$ cat src/rtl/motor_pkg.sv
// motor_pkg: shared command/direction encodings and channel state type for motor_driver
package motor_pkg;
  localparam logic [1:0] CMD_STOP     = 2'b00;
  localparam logic [1:0] CMD_RIGHT    = 2'b01;
  localparam logic [1:0] CMD_LEFT     = 2'b10;
  localparam logic [1:0] CMD_STRAIGHT = 2'b11;
  localparam logic [1:0] DIR_COAST = 2'b00;
  localparam logic [1:0] DIR_REV   = 2'b01;
  localparam logic [1:0] DIR_FWD   = 2'b10;
  localparam logic [1:0] DIR_BRAKE = 2'b11;
  typedef enum logic [1:0] {ST_IDLE, ST_DRIVE, ST_DEAD} ch_state_t;
endpackage

$ cat src/rtl/motor_channel.sv
// motor_channel: one wheel's FSM, soft-start ramp, reversal dead time and PWM compare
// MOTOR_BRAKE_EN: idle holds the bridge in short-brake (11) and coasts one period before driving
module motor_channel
  import motor_pkg::*;
#(
  parameter int PWM_BITS     = 10,
  parameter int RAMP_STEP    = 100,
  parameter int DEAD_PERIODS = 4
) (
  input  logic                clk,
  input  logic                reset,
  input  logic                i_bnd,
  input  logic [PWM_BITS-1:0] i_pwm_cnt,
  input  logic [1:0]          i_tgt_dir,
  input  logic [PWM_BITS-1:0] i_tgt_duty,
  output logic                o_pwm,
  output logic [1:0]          o_dir
);
  localparam int DW = $clog2(DEAD_PERIODS + 1);
  localparam logic [PWM_BITS:0] STEP = (PWM_BITS + 1)'(RAMP_STEP);
`ifdef MOTOR_BRAKE_EN
  localparam logic [1:0] IDLE_DIR = DIR_BRAKE;
`else
  localparam logic [1:0] IDLE_DIR = DIR_COAST;
`endif
  ch_state_t           r_state;
  logic [PWM_BITS-1:0] r_duty;
  logic [1:0]          r_dir;
  logic [DW-1:0]       r_dead;
  logic                r_pwm;
  logic                w_stop;
  logic [PWM_BITS:0]   w_sum;
  logic [PWM_BITS-1:0] w_ramp;
  logic [PWM_BITS-1:0] w_first;
  always_comb begin
    w_stop  = i_tgt_dir == DIR_COAST;
    w_sum   = {1'b0, r_duty} + STEP;
    w_ramp  = (w_sum > {1'b0, i_tgt_duty}) ? i_tgt_duty : w_sum[PWM_BITS-1:0];
    w_first = (STEP > {1'b0, i_tgt_duty}) ? i_tgt_duty : STEP[PWM_BITS-1:0];
  end
  always_ff @(posedge clk) begin
    if (reset) begin
      r_state <= ST_IDLE;
      r_duty  <= '0;
      r_dir   <= DIR_COAST;
      r_dead  <= '0;
      r_pwm   <= 1'b0;
    end else begin
      r_pwm <= r_duty > i_pwm_cnt;
      if (i_bnd) begin
        case (r_state)
          ST_IDLE: begin
            if (w_stop) r_dir <= IDLE_DIR;
            // leaving short-brake always passes through one coast period
            else if (r_dir == DIR_BRAKE) r_dir <= DIR_COAST;
            else begin
              r_dir   <= i_tgt_dir;
              r_duty  <= w_first;
              r_state <= ST_DRIVE;
            end
          end
          ST_DRIVE: begin
            if (w_stop) begin
              r_duty  <= '0;
              r_dir   <= IDLE_DIR;
              r_state <= ST_IDLE;
            end else if (i_tgt_dir != r_dir) begin
              r_duty  <= '0;
              r_dir   <= DIR_COAST;
              r_dead  <= DW'(DEAD_PERIODS - 1);
              r_state <= ST_DEAD;
            end else r_duty <= (i_tgt_duty > r_duty) ? w_ramp : i_tgt_duty;
          end
          ST_DEAD: begin
            if (w_stop) begin
              r_dir   <= IDLE_DIR;
              r_state <= ST_IDLE;
            end else if (r_dead == '0) begin
              r_dir   <= i_tgt_dir;
              r_duty  <= w_first;
              r_state <= ST_DRIVE;
            end else r_dead <= r_dead - 1'b1;
          end
          default: r_state <= ST_IDLE;
        endcase
      end
    end
  end
  assign o_pwm = r_pwm;
  assign o_dir = r_dir;
endmodule

$ cat src/rtl/motor_driver.sv
// motor_driver: tracker command register/decode and shared PWM counter feeding two wheel channels
// MOTOR_BRAKE_EN (in motor_channel) selects short-brake idle
module motor_driver
  import motor_pkg::*;
#(
  parameter int PWM_BITS     = 10,
  parameter int DUTY_FAST    = 800,
  parameter int DUTY_TURN    = 400,
  parameter int RAMP_STEP    = 100,
  parameter int DEAD_PERIODS = 4
) (
  input  logic       clk,
  input  logic       reset,
  input  logic       start_move,
  input  logic [1:0] state,
  output logic       left_pwm,
  output logic       right_pwm,
  output logic [1:0] left_dir,
  output logic [1:0] right_dir
);
  localparam logic [PWM_BITS-1:0] FAST = PWM_BITS'(DUTY_FAST);
  localparam logic [PWM_BITS-1:0] TURN = PWM_BITS'(DUTY_TURN);
  logic                r_en;
  logic [1:0]          r_cmd;
  logic [PWM_BITS-1:0] r_pwm_cnt;
  logic [1:0]          w_cmd;
  logic                w_bnd;
  logic [1:0]          w_l_dir;
  logic [1:0]          w_r_dir;
  logic [PWM_BITS-1:0] w_l_duty;
  logic [PWM_BITS-1:0] w_r_duty;
  always_ff @(posedge clk) begin
    if (reset) begin
      r_en      <= 1'b0;
      r_cmd     <= CMD_STOP;
      r_pwm_cnt <= '0;
    end else begin
      r_en      <= start_move;
      r_cmd     <= state;
      r_pwm_cnt <= r_pwm_cnt + 1'b1;
    end
  end
  always_comb begin
    w_cmd    = r_en ? r_cmd : CMD_STOP;
    w_bnd    = &r_pwm_cnt;
    w_l_dir  = (w_cmd == CMD_STOP) ? DIR_COAST : (w_cmd == CMD_LEFT) ? DIR_REV : DIR_FWD;
    w_r_dir  = (w_cmd == CMD_STOP) ? DIR_COAST : (w_cmd == CMD_RIGHT) ? DIR_REV : DIR_FWD;
    w_l_duty = (w_cmd == CMD_STOP) ? '0 : (w_cmd == CMD_LEFT) ? TURN : FAST;
    w_r_duty = (w_cmd == CMD_STOP) ? '0 : (w_cmd == CMD_RIGHT) ? TURN : FAST;
  end
  motor_channel #(.PWM_BITS(PWM_BITS), .RAMP_STEP(RAMP_STEP), .DEAD_PERIODS(DEAD_PERIODS)) u_left (
    .clk(clk), .reset(reset), .i_bnd(w_bnd), .i_pwm_cnt(r_pwm_cnt),
    .i_tgt_dir(w_l_dir), .i_tgt_duty(w_l_duty), .o_pwm(left_pwm), .o_dir(left_dir)
  );
  motor_channel #(.PWM_BITS(PWM_BITS), .RAMP_STEP(RAMP_STEP), .DEAD_PERIODS(DEAD_PERIODS)) u_right (
    .clk(clk), .reset(reset), .i_bnd(w_bnd), .i_pwm_cnt(r_pwm_cnt),
    .i_tgt_dir(w_r_dir), .i_tgt_duty(w_r_duty), .o_pwm(right_pwm), .o_dir(right_dir)
  );
endmodule

$ cat config.mk
export PLATFORM = sky130hd
export DESIGN_NAME = motor_driver
export DESIGN_NICKNAME = d
export VERILOG_FILES = /design/src/rtl/motor_pkg.sv /design/src/rtl/motor_channel.sv /design/src/rtl/motor_driver.sv
export SDC_FILE = /design/constraint.sdc
export NUM_CORES = 1
export LEC_CHECK = 0
export ABC_AREA = 1
export BUFFER_PORTS_ARGS = -buffer_cell sky130_fd_sc_hd__buf_4
export CORE_ASPECT_RATIO = 0.8
export CORE_MARGIN = 2
export CORE_UTILIZATION = 51
export DETAILED_ROUTE_END_ITERATION = 6
export PLACE_DENSITY_LB_ADDON = 0.25
export RECOVER_POWER = 25
export SLEW_MARGIN = 10
export SYNTH_ARGS = -nofsm -noshare
export SYNTH_HDL_FRONTEND = slang
export SYNTH_HIERARCHICAL = 1
export SYNTH_SLANG_ARGS = --single-unit
$ cat constraint.sdc
create_clock -name clk -period 2.55 [get_ports clk]
set_clock_uncertainty 0.15 [all_clocks]
set_input_delay 0.51 -clock clk [delete_from_list [all_inputs] [get_ports clk]]
set_output_delay 0.51 -clock clk [all_outputs]
set_load 0.01 [all_outputs]
---- Word level (Yosys, flattened, before mapping) ----
Index checks and enable logic that the tools add are counted.
word-level totals
  register bits after elaboration ......... 49
  input port bits ......................... 5
  output and inout port bits .............. 6
cells by class
  add/subtract/negate cells ............... 5
  magnitude comparators ................... 8
  equal/unequal tests ..................... 28
  mux-type cells .......................... 67
  reduce and logical (&&, ||, !) cells .... 19
operators by type and width
  kind                                                    number
  two-way mux 10 bit                                      22
  one-hot mux 10 bit (3 select lines)                     2
  AND reduction 15 bit                                    4
  two-way mux 2 bit                                       29
  > comparator 10 bit                                     4
  AND reduction 14 bit                                    2
  AND reduction 13 bit                                    2
  two-way mux 3 bit                                       8
  one-hot mux 2 bit (3 select lines)                      4
  adder 10 x 7 -> 11 bit (second input constant)          2
  > comparator 11 x 10 -> 1 bit                           2
  > comparator 7 x 10 -> 1 bit (first input constant)     2
  inequality test 2 bit (second input constant)           10
  inequality test 3 x 1 -> 1 bit (second input constant)  4
  one-hot mux 3 bit (2 select lines)                      2
  adder 10 x 1 -> 10 bit (second input constant)          1
  == test 2 bit (second input constant)                   5
  logical NOT 2 bit                                       5
  inequality test 2 x 1 -> 1 bit (second input constant)  4
  == test 2 x 1 -> 1 bit (second input constant)          3
  logical NOT 3 bit                                       2
  nonzero test 3 bit                                      2
  subtractor 3 x 1 -> 3 bit (second input constant)       2
  inequality test 2 bit                                   2
  nonzero test 2 bit                                      2

---- Depth between registers and ports, before layout ----
Gate-level depths: netlist of the first run.
  depth in word-level cells ............... 10
  mapped depth ............................ 20
  depth with buffers taken out ............ 20

---- Modules after synthesis ----
Netlist of the first run, hierarchy kept.
modules (own cells, without submodules)
  module                   times used  cells an instance  area each (µm²)  seq. area each (µm²)
  motor_channel (u_left)   1           316                2095.8           360.3
  motor_channel (u_right)  1           317                2072.0           360.3
  motor_driver             1           75                 540.5            260.2

---- Least setup slack after synthesis of the first run ----
Ideal clock, no wire load.
  path kind ............................... reg-to-reg
  start point ............................. reg u_right.r_duty[2]
  end point ............................... reg u_right.r_duty[0]
  library setup time ...................... 129 ps
  arrival time ............................ 2035 ps
  data required time ...................... 2271 ps
  setup slack ............................. 236 ps
  cell stages (with the launch flop) ...... 19
  path buffers ............................ 0
  period minus slack after synthesis ...... 2314 ps
  path through ............................ dfxtp_1 ha_1 nand2_1 nand2_2 nand2_1 xor2_1 inv_1 ha_1 nand3_1 a21oi_2 nand2_1 nand2_1 nand2_2 nand3_4 nand2_1 inv_1 nor2_1 nor2_1 nor2_1
on the way
  longest elaborated chain between the ends .. 7
RTL lines
  what                                     RTL line             text
  start: declaration                       motor_channel.sv:27  logic [PWM_BITS-1:0] r_duty;
  start signal: assignment                 motor_channel.sv:58  r_duty <= w_first;
  start signal: assignment                 motor_channel.sv:72  end else r_duty <= (i_tgt_duty > r_duty) ? w_ramp : i_tgt_duty;
  start signal: assignment                 motor_channel.sv:80  r_duty <= w_first;
  adder 10 x 7 -> 11 bit                   motor_channel.sv:37  w_sum = {1'b0, r_duty} + STEP;
  > comparator 11 x 10 -> 1 bit            motor_channel.sv:38  w_ramp = (w_sum > {1'b0, i_tgt_duty}) ? i_tgt_duty : w_sum[PWM_BITS-1:0];
  two-way mux 10 bit                       motor_channel.sv:38
  two-way mux 10 bit (*)                   motor_channel.sv:72
  two-way mux 10 bit (*)                   motor_channel.sv:67  end else if (i_tgt_dir != r_dir) begin
  two-way mux 10 bit (*)                   motor_channel.sv:63  if (w_stop) begin
  one-hot mux 10 bit (3 select lines) (*)  motor_channel.sv:51  case (r_state)
Every way passes the cells marked *; elsewhere a longest branch is shown, timed or not.
A chain may end at the register's enable or synchronous reset.

---- Worst setup path after layout of the first run ----
  start point ............................. reg u_left.r_duty[3]
  end point ............................... reg u_left.r_duty[5]
on the way
  longest elaborated chain between the ends .. 7
RTL lines
  what                                     RTL line
  start: declaration                       motor_channel.sv:27
  start signal: assignment                 motor_channel.sv:58
  start signal: assignment                 motor_channel.sv:72
  start signal: assignment                 motor_channel.sv:80
  adder 10 x 7 -> 11 bit                   motor_channel.sv:37
  > comparator 11 x 10 -> 1 bit            motor_channel.sv:38
  two-way mux 10 bit                       motor_channel.sv:38
  two-way mux 10 bit (*)                   motor_channel.sv:72
  two-way mux 10 bit (*)                   motor_channel.sv:67
  two-way mux 10 bit (*)                   motor_channel.sv:63
  one-hot mux 10 bit (3 select lines) (*)  motor_channel.sv:51
Marked as above.

==> flow_summary_export.csv, run 1 <==
group,metric,value,unit
clock_tree,clockRootBuffer,"clkbuf_16",
yosys,yosysTopAreaCell,"dfxtp_1",
yosys,synth-main-ff-cell,"dfxtp_1",
route,dr.pass1.iters,6,
clock_tree,clkSlewWorstSetupHoldPaths,70,ps
clock_tree,clkLatencyLatePin,290,ps
yosys,synth-edff-count,0,
worst_setup_path,path_cells,"ha_4 -> nand2_4 -> nand2_4 -> nand2_4 -> xor2_2 -> inv_1 -> ha_1 -> nand2_1 -> inv_2 -> nand2_1 -> nor2_1 -> nand2_1 -> nand2_2 -> nand2_4 -> nand3_4 -> inv_4 -> nand2_1 -> nand4_1 -> nand2_1 -> inv_1",
worst_setup_path,path_max_fanout,7,
power,max-vdd-ir-drop,361,uV
sta,fin_crit,2540,ps
worst_setup_path,path_class,"flop to flop",
route,drtIter0Drc,283,
route,vias_per_cell,5.14,
worst_setup_path,reg2reg_from,"u_left/r_duty[3]$_SDFFE_PP0P_",
placed_design,place_inst,882,
global_route,grt_max_degree,32,
route,ant_nets,0,
placed_design,hpwlAfterDp,8.66,mm
worst_setup_path,worst_path_largest_cell_delay,380,ps
worst_setup_path,critical_path_required,2590,ps
sta,finalSetupViolations,0,
placed_design,io_buffers,10,
global_route,overflow,0,
layout,diodes,0,
clock_tree,htreeDepth,2,
placed_design,finalWeightedCongestion,0.973,
yosys,postSynthCellCount,708,
sta,rsz0062_at_grt,"true",
die,start_util,0.523,
yosys,seq_area_frac_synth,0.208,
die,pin_count,11,
worst_setup_path,path_common_cell,"nand2_1",
run_status,outcome,"complete, no violations",
clock_tree,clk_path_buf_depth,2,
hold_path,min-delay-start,"state[1]",
sta,min_period_over_period,0.996,
worst_setup_path,arrival,2580,ps
route,drcViolationCount,0,
yosys,async_flop_share,0,
worst_setup_path,worst_setup_path_start_kind,"flop",
yosys,netlist_area,4710,um^2
route,via_count,4660,
global_route,grt_pass1_vias,4185,
yosys,ys_ff_latch,49,
layout,fillers,773,
sta,fmax,394,MHz
placed_design,placed_area,5180,um^2
route,drt-wirelength-per-cell,13.2,um
hold_path,hp-class,"primary input to flop",
power,powerDensity,295,nW/um^2
yosys,syn_area_per_cell,6.65,um^2
worst_setup_path,crit_path_top_delay_cell,"dfxtp_4",
yosys,synth_cell_types,40,
power,p_leak,2.83,nW
layout,final_common_cell,"inv_1",
die,fp.coreArea,9000,um^2
layout,drive_gt1_frac,0.230,
yosys,ys.warnings.count,6,
global_route,antenna_found_initial,0,
clock_tree,cts_sinks,49,
yosys,yosys-top-cells-area,"dfxtp_1, ha_1, inv_1, nand2_1, nor2_1",
global_route,grt_first_pass_wirelength,19.0,mm
route,wl,11.9,mm
worst_setup_path,cp_top_family,"simple AND/OR/NAND/NOR gates",
sta,hold_viol_final,0,
layout,area_delta_synth_final,23.0,%
clock_tree,cts_tree,"built",
yosys,yosys.area.top_type_share,0.208,
layout,register_area,1010,um^2
layout,fin_nets,872,
die,die_area,10000,um^2
worst_setup_path,cp-startpoint,"u_left/r_duty[3]$_SDFFE_PP0P_",
worst_setup_path,cp-end-kind,"flop",
die,dieWidth,111,um
worst_setup_path,critical_path_buf_inv_count,4,
job,maxCapViolations,0,
layout,fin_area,5790,um^2
layout,final_cells,907,
sta,slew_violations,0,
power,p_total,1.71,mW
layout,layout_common_cells,"inv_1, nand2_1, ha_1, nor2_1, buf_4",
clock_tree,cts_hold_buf,0,
global_route,track_usage,0.225,
layout,multi_input_area,3500,um^2
clock_tree,cts_buffers,5,
die,rows,31,
die,fp.dieH,89.9,um
[logic make-up after synthesis]
| logic type | synth area share |
|---|---|
| other | 0.000796 |
| adders and majority gates | 0.199 |
| DFF | 0.208 |
| xor gates and xnor gates | 0.0316 |
| AOI/OAI and AO/OA | 0.142 |
| buffers and inverters | 0.135 |
| and+or+nand+nor | 0.283 |
[worst paths after layout]
check                           cells past startpoint                              to  slack [ps]
worst max register to register                     20   u_left/r_duty[5]$_SDFFE_PP0P_          10
worst max-delay path                               20   u_left/r_duty[5]$_SDFFE_PP0P_          10
worst min-delay path                                3             r_cmd[1]$_SDFF_PP0_         280
worst min register to register                      1  u_right/r_dead[0]$_SDFFE_PP0P_         330
[area by class of cell]
type                            instances  area share
Timing Repair Buffer                   47      0.0672
Inverter                              159       0.105
Multi-Input combinational cell        530       0.604
Clock inverter                          2     0.00281
Sequential cell                        49       0.175
Clock buffer                            5      0.0216
Tap cell                              115      0.0248
[registers in the layout, summed over array words and instances, names as in the netlist]
signal / count
r_cmd: 2
r_en: 1
r_pwm_cnt: 10
u_left/o_dir: 2
u_left/o_pwm: 1
u_left/r_dead: 3
u_left/r_duty: 10
u_left/r_state: 2
u_right/o_dir: 2
u_right/o_pwm: 1
u_right/r_dead: 3
u_right/r_duty: 10
u_right/r_state: 2
[power by group]
group / leakage, nW / internal, mW / switching [mW]
Combinational: 2.36 / 0.0978 / 0.172
Sequential: 0.405 / 0.770 / 0.00734
Clock: 0.0659 / 0.360 / 0.299
Total: 2.83 / 1.23 / 0.478
[Yosys cell counts, types with 4 or more instances]
master      n
nand4_1     9
ha_1       75
xor2_1     16
inv_1     142
a211oi_1    4
o21ai_0    23
nand2_1   135
nor2_2      9
nand2_2    16
dfxtp_1    49
o21ai_2     4
inv_2      11
a21oi_2     7
nand3_1    36
nor2_1     68
o21ai_1    18
a21oi_1    40
a31oi_1     8
[timing repair]
action | in CTS | in global routing
hold endpoints to repair | 0 | 0
buffers inserted | 2 | 16
pin swaps | 3 | 22
gates cloned | 0 | 0
gates resized for setup | 5 | 86
endpoints found under the setup margin | 10 | 21
[worst min-delay path: stages]
cell and delay [ps]:
buf_4 80, inv_1 30, nor2_1 70
[routing by layer]
layer	GRT usage	routed length, um
met5	0	0
met4	0.0381	150
met3	0.0297	780
met2	0.370	5630
met1	0.321	5380
[through the flow]
step | util | TNS [ps] | worst slack, ps | hold slack (ps)
after floorplan | - | 0 | 236 | 281
after global placement | 0.576 | 0 | 0.334 | 295
after detailed placement | 0.576 | -14.7 | -14.7 | 321
after CTS | 0.595 | 0 | 2.10 | 283
after global routing | 0.644 | -636 | -98.8 | 274
final | 0.644 | 0 | 11.0 | 279
(Power assumes the default switching activity.)
==> run 2: changes to the inputs <==
- CTS_CLUSTER_SIZE: not set -> 8
- GPL_TIMING_DRIVEN: not set -> 0
==> run 2 against run 1 <==
Against the previous run:
- register-to-register slack lost 50 ps
- worst setup slack got worse by 50 ps
- critical endpoint is now u_right/r_duty[7]$_SDFFE_PP0P_
- highest routed layer unchanged
- sequential cell count is the same
- critical path depth decreased by 6
- the run now ends with negative setup slack left
- first-iteration DRC count fell by 13%
- non-clock buffer count rose by 3
- via count decreased by 1.2%
- total power rose by 8.1%
- fmax decreased by 1.9%
- sequential share of layout area barely moved
==> flow_summary_export.csv, run 2 (synthesis results as in run 1) <==
group,metric,value,unit
worst_setup_path,path_max_fanout,6,
route,dr.pass1.iters,5,
route,drcViolationCount,0,
sta,fmax,386,MHz
power,powerDensity,316,nW/um^2
global_route,track_usage,0.236,
route,drt-wirelength-per-cell,13.3,um
worst_setup_path,path_class,"flop to flop",
clock_tree,htreeDepth,2,
layout,area_delta_synth_final,24.1,%
sta,rsz0062_at_grt,"true",
die,fp.dieH,89.9,um
global_route,grt_pass1_vias,4560,
worst_setup_path,critical_path_required,2630,ps
placed_design,io_buffers,10,
die,fp.coreArea,9000,um^2
route,wl,12.1,mm
global_route,antenna_found_initial,0,
layout,fin_area,5840,um^2
run_status,violations,"negative setup slack",
layout,diodes,0,
hold_path,hp-class,"primary input to flop",
clock_tree,cts_tree,"built",
sta,finalSetupViolations,3,
power,max-vdd-ir-drop,393,uV
route,ant_nets,0,
clock_tree,clockRootBuffer,"clkbuf_16",
power,p_leak,2.87,nW
route,vias_per_cell,5.05,
sta,worst_pin_slew,616,ps
job,maxCapViolations,0,
die,dieWidth,111,um
layout,fin_nets,875,
layout,drive_gt1_frac,0.240,
die,start_util,0.523,
global_route,overflow,0,
layout,final_common_cell,"inv_1",
clock_tree,cts_sinks,49,
global_route,grt_max_degree,15,
sta,fin_ws,-39.4,ps
clock_tree,clkSlewWorstSetupHoldPaths,70,ps
route,via_count,4604,
sta,hold_viol_final,0,
die,rows,31,
route,drtIter0Drc,246,
worst_setup_path,cp-end-kind,"flop",
placed_design,placed_area,5060,um^2
sta,max_slew_margin,0.589,
sta,fin_crit,2590,ps
worst_setup_path,reg2reg_from,"u_right/r_duty[4]$_SDFFE_PP0P_",
run_status,outcome,"finished with violations",
clock_tree,clkLatencyLatePin,290,ps
sta,holdWs,265,ps
placed_design,finalWeightedCongestion,0.903,
worst_setup_path,worst_setup_path_start_kind,"flop",
global_route,grt_first_pass_wirelength,19.8,mm
hold_path,min-delay-start,"start_move",
worst_setup_path,cp-startpoint,"u_right/r_duty[4]$_SDFFE_PP0P_",
sta,min_period_over_period,1.02,
clock_tree,clk_path_buf_depth,2,
die,die_area,10000,um^2
sta,slew_violations,0,
placed_design,hpwlAfterDp,8.61,mm
clock_tree,cts_buffers,5,
layout,layout_common_cells,"inv_1, nand2_1, ha_1, nor2_1, buf_4",
worst_setup_path,arrival,2670,ps
die,pin_count,11,
layout,top_regs,"r_pwm_cnt: 10 flops, u_left/r_duty: 10 flops, u_right/r_duty: 10 flops",
==> run 2: cell types whose count changed in the layout (fill, tap and decap cells not counted), moves of 3 or more <==
cell | before | now
clkbuf_1 | 0 | 5
dfxtp_2 | 10 | 13
o21ai_1 | 19 | 16
dfxtp_1 | 34 | 30
clkinv_1 | 3 | 0
nand2_1 | 118 | 114
==> run 2: power breakdown <==
group / total, mW / internal, mW / switching (mW)
logic: 0.274 / 0.102 / 0.172
registers: 0.781 / 0.769 / 0.0116
clock network: 0.789 / 0.491 / 0.298
==> run 2: what timing repair did <==
action,in CTS,in global routing
resized for setup,24,80
setup buffers,16,19
setup endpoints to repair,33,28
pin swaps,5,37
hold buffers,0,0
==> run 2: final timing paths <==
check | to | slack (ps) | depth (start not counted)
min reg2reg | u_left/r_dead[0]$_SDFFE_PP0P_ | 320 | 1
max | u_right/r_duty[7]$_SDFFE_PP0P_ | -40 | 14
min | r_en$_SDFF_PP0_ | 260 | 3
max reg2reg | u_right/r_duty[7]$_SDFFE_PP0P_ | -40 | 14
==> run 2: final cells by class <==
cell class                 count  area (um^2)
buffer                         5         33.8
sequential                    49         1020
multi-input combinational    530         3520
clock inverter                 1         30.0
tap                          115          144
clock buffer                   7          143
timing repair buffer          45          342
inverter                     159          613
fill                         750         3160
==> run 2: worst max-delay path, stage by stage (launching register included) <==
cell	delay, ps
dfxtp_4	400
nand3_2	140
nand3_1	140
xor2_2	260
inv_1	80
ha_1	310
nand3_2	90
a21oi_2	160
nand2_1	90
nand2_2	130
nand3_4	150
buf_6	160
o21ai_4	130
o21ai_2	70
inv_1	70
==> run 2: through the flow <==
stage                     TNS, ps  total power, mW  cells  utilization  worst slack, ps
after floorplan                 0            0.979    743            -              236
after global placement      -5640             1.03    868        0.562             -356
final                       -75.8             1.84    911        0.649            -39.4
after detailed placement    -8190             1.03    868        0.562             -439
after CTS                       0             1.83    892        0.604             1.26
after global routing        -1640             1.92    911        0.649             -119
==> run 2: metal layers <==
layer  wire length (um)  share of wire  vias to the layer above  track usage
met5                  0              0                        -            0
met3                527          0.043                       28       0.0418
met4                237          0.020                        0       0.0669
li1                   -              -                     2370            -
met1               5590           0.46                     2101        0.302
met2               5760           0.48                      105        0.410
==> run 3: changes to the inputs <==
- ABC_AREA: 1 -> 0
- SLEW_MARGIN: 10 -> 15
==> run 3 against run 2 <==
Against the previous run:
- utilization grew 1.2 points
- highest routed layer unchanged
- final cell count shrank 13%
- combinational power grew 32%
- total power grew 2.6%
- synthesized cell count shrank 18%
- die area shrank 0.92%
- sequential cell count is the same
- critical path type unchanged
- clock power shrank 4.7%
- critical endpoint is now u_left/r_duty[6]$_SDFFE_PP0P_
- routed wire length grew 8.5%
- the run still ends with negative setup slack left
==> flow_summary_export.csv, run 3 <==
group,metric,value,unit
global_route,grt_first_pass_wirelength,21.3,mm
worst_setup_path,crit_path_top_delay_cell,"dfxtp_4",
layout,diodes,0,
sta,fin_setup_tns,-5930,ps
layout,layout_common_cells,"inv_1, ha_1, buf_4, dfxtp_1, nor2_1",
route,drcViolationCount,0,
clock_tree,clockRootBuffer,"clkbuf_16",
layout,final_common_cell,"inv_1",
worst_setup_path,path_common_cell,"a211o_1",
yosys,netlist_area,4660,um^2
clock_tree,cts_hold_buf,0,
yosys,synthTopCellsByCount,"inv_1, ha_1, dfxtp_1, nor2_1",
clock_tree,cts_sinks,49,
worst_setup_path,critical_path_required,2600,ps
route,wl,13.2,mm
route,dr.pass1.iters,5,
yosys,synth.most_common_cell,"inv_1",
worst_setup_path,worst_setup_path_start_kind,"flop",
sta,hold_viol_final,0,
route,vias_per_cell,5.85,
worst_setup_path,reg2reg_from,"u_left/r_duty[3]$_SDFFE_PP0P_",
yosys,synth-main-ff-cell,"dfxtp_1",
sta,max_slew_margin,0.576,
worst_setup_path,path_max_fanout,5,
worst_setup_path,arrival,3120,ps
sta,rsz0062_at_grt,"true",
worst_setup_path,worst_path_largest_cell_delay,380,ps
yosys,postSynthCellCount,582,
worst_setup_path,path_cells,"ha_4 -> a211o_1 -> nand2_2 -> xnor2_2 -> ha_1 -> a21o_1 -> a211oi_2 -> o211ai_1 -> a211o_1 -> buf_6 -> a211o_1 -> a221oi_2",
job,maxCapViolations,0,
run_status,violations,"negative setup slack",
yosys,yosys-top-cells-area,"dfxtp_1, ha_1, inv_1, a21oi_1, o21ai_0",
global_route,antenna_found_initial,0,
power,p_leak,2.48,nW
die,fp.coreArea,8960,um^2
die,fp.dieH,89.5,um
worst_setup_path,cp-startpoint,"u_left/r_duty[3]$_SDFFE_PP0P_",
die,die_area,9930,um^2
layout,final_util,0.662,
sta,finalSetupViolations,20,
worst_setup_path,cp-end-kind,"flop",
layout,drive_gt1_frac,0.226,
yosys,yosys.area.top_type_share,0.210,
layout,fillers,719,
yosys,ys_ff_latch,49,
die,rows,31,
clock_tree,htreeDepth,2,
placed_design,dpl_worst_slack,-969,ps
sta,worst_pin_slew,626,ps
sta,fmax,326,MHz
global_route,track_usage,0.265,
worst_setup_path,worstSetupEndpoint,"u_left/r_duty[6]$_SDFFE_PP0P_",
sta,fin_crit,3070,ps
route,drt-wirelength-per-cell,16.6,um
sta,slew_violations,0,
route,drtIter0Drc,270,
placed_design,place_inst,741,
power,powerDensity,319,nW/um^2
power,max-vdd-ir-drop,277,uV
layout,area_delta_synth_final,27.1,%
layout,final_cells,793,
worst_setup_path,path_class,"flop to flop",
placed_design,io_buffers,10,
clock_tree,cts_buffers,5,
layout,top_regs,"r_pwm_cnt: 10 flops, u_left/r_duty: 10 flops, u_right/r_duty: 10 flops",
yosys,seq_area_frac_synth,0.210,
yosys,ys.warnings.count,6,
placed_design,hpwlAfterDp,9.31,mm
sta,fin_ws,-522,ps
die,start_util,0.520,
global_route,grt_pass1_vias,4418,
worst_setup_path,reg2regPathDepth,12,
global_route,grt_max_degree,16,
yosys,async_flop_share,0,
sta,min_period_over_period,1.20,
placed_design,finalWeightedCongestion,0.904,
layout,register_area,1010,um^2
route,via_count,4637,
route,ant_nets,0,
clock_tree,clkSlewWorstSetupHoldPaths,70,ps
worst_setup_path,cp_top_family,"compound AO/OA/AOI/OAI gates",
clock_tree,clkLatencyLatePin,290,ps
layout,multi_input_area,3750,um^2
clock_tree,cts_tree,"built",
hold_path,hp-class,"primary input to flop",
clock_tree,clk_path_buf_depth,2,
worst_setup_path,path_depth,12,
yosys,syn_area_per_cell,8.01,um^2
power,p_total,1.89,mW
worst_setup_path,rrSetupSlack,-520,ps
global_route,overflow,0,
run_status,outcome,"finished with violations",
die,dieWidth,111,um
yosys,synth_cell_types,68,
yosys,synth-edff-count,0,
worst_setup_path,critical_path_buf_inv_count,1,
yosys,yosysTopAreaCell,"dfxtp_1",
layout,fin_nets,757,
worst_setup_path,rr_endpoint,"u_left/r_duty[6]$_SDFFE_PP0P_",
die,pin_count,11,
-- run 3: per-stage QoR --
step           hold WS, ps  instance area, um^2
2_1_floorplan          261                 4850
3_3_place_gp           272                 5070
3_5_place_dp           284                 5070
4_1_cts                283                 5800
5_1_grt                287                 5930
6_report               283                 5930
-- run 3: layout make-up --
type / count / share of cell area
Buffer: 11 / 0.0114
Clock inverter: 2 / 0.00591
Multi-Input combinational cell: 467 / 0.633
Clock buffer: 6 / 0.0217
Inverter: 89 / 0.0576
Tap cell: 115 / 0.0243
Sequential cell: 49 / 0.171
Timing Repair Buffer: 54 / 0.0758
-- run 3: kinds of logic (layout without fill, tap and decap cells) --
| kind of cell | Yosys count | count (layout) | share of synthesized area |
|---|---|---|---|
| multiplexers | 12 | 12 | 0.0263 |
| other | 1 | 35 | 0.000804 |
| adder cells (fa/ha/maj) | 75 | 75 | 0.201 |
| AO/OA/AOI/OAI | 155 | 155 | 0.244 |
| AND/OR/NAND/NOR | 173 | 173 | 0.199 |
| buffers and inverters | 100 | 162 | 0.0861 |
| flip-flops | 49 | 49 | 0.210 |
| XOR/XNOR | 17 | 17 | 0.0319 |
-- run 3: timing repair --
action,in CTS,in global routing
endpoints found under the hold margin,0,0
pin swaps,33,12
buffers inserted,38,6
gates cloned,0,0
gates resized for setup,62,18
endpoints found under the setup margin,34,22
-- run 3: how the worst min path moves through the flow --
stage,start,end,slack [ps],cells past startpoint
floorplan,u_left/r_dead[0]$_SDFFE_PP0P_,u_left/r_dead[0]$_SDFFE_PP0P_,260,1
global placement,u_left/r_dead[0]$_SDFFE_PP0P_,u_left/r_dead[0]$_SDFFE_PP0P_,270,1
detailed placement,u_left/r_dead[0]$_SDFFE_PP0P_,u_left/r_dead[0]$_SDFFE_PP0P_,280,1
CTS,state[0],r_cmd[0]$_SDFF_PP0_,280,2
global route,state[0],r_cmd[0]$_SDFF_PP0_,290,2
finish,state[0],r_cmd[0]$_SDFF_PP0_,280,2
-- run 3: power by group --
group | leakage, nW | total, mW | switching [mW] | internal (mW)
Sequential | 0.404 | 0.778 | 0.00897 | 0.769
Clock | 0.0808 | 0.752 | 0.290 | 0.462
Combinational | 2.00 | 0.361 | 0.205 | 0.156
Total | 2.48 | 1.89 | 0.504 | 1.39
-- run 3: layer usage --
metal / up-vias / track usage / wire length [um]
met5: - / 0 / 0
met4: 0 / 0.0614 / 137
met3: 17 / 0.0475 / 952
met2: 161 / 0.446 / 6160
met1: 2198 / 0.359 / 5900
li1: 2261 / - / -
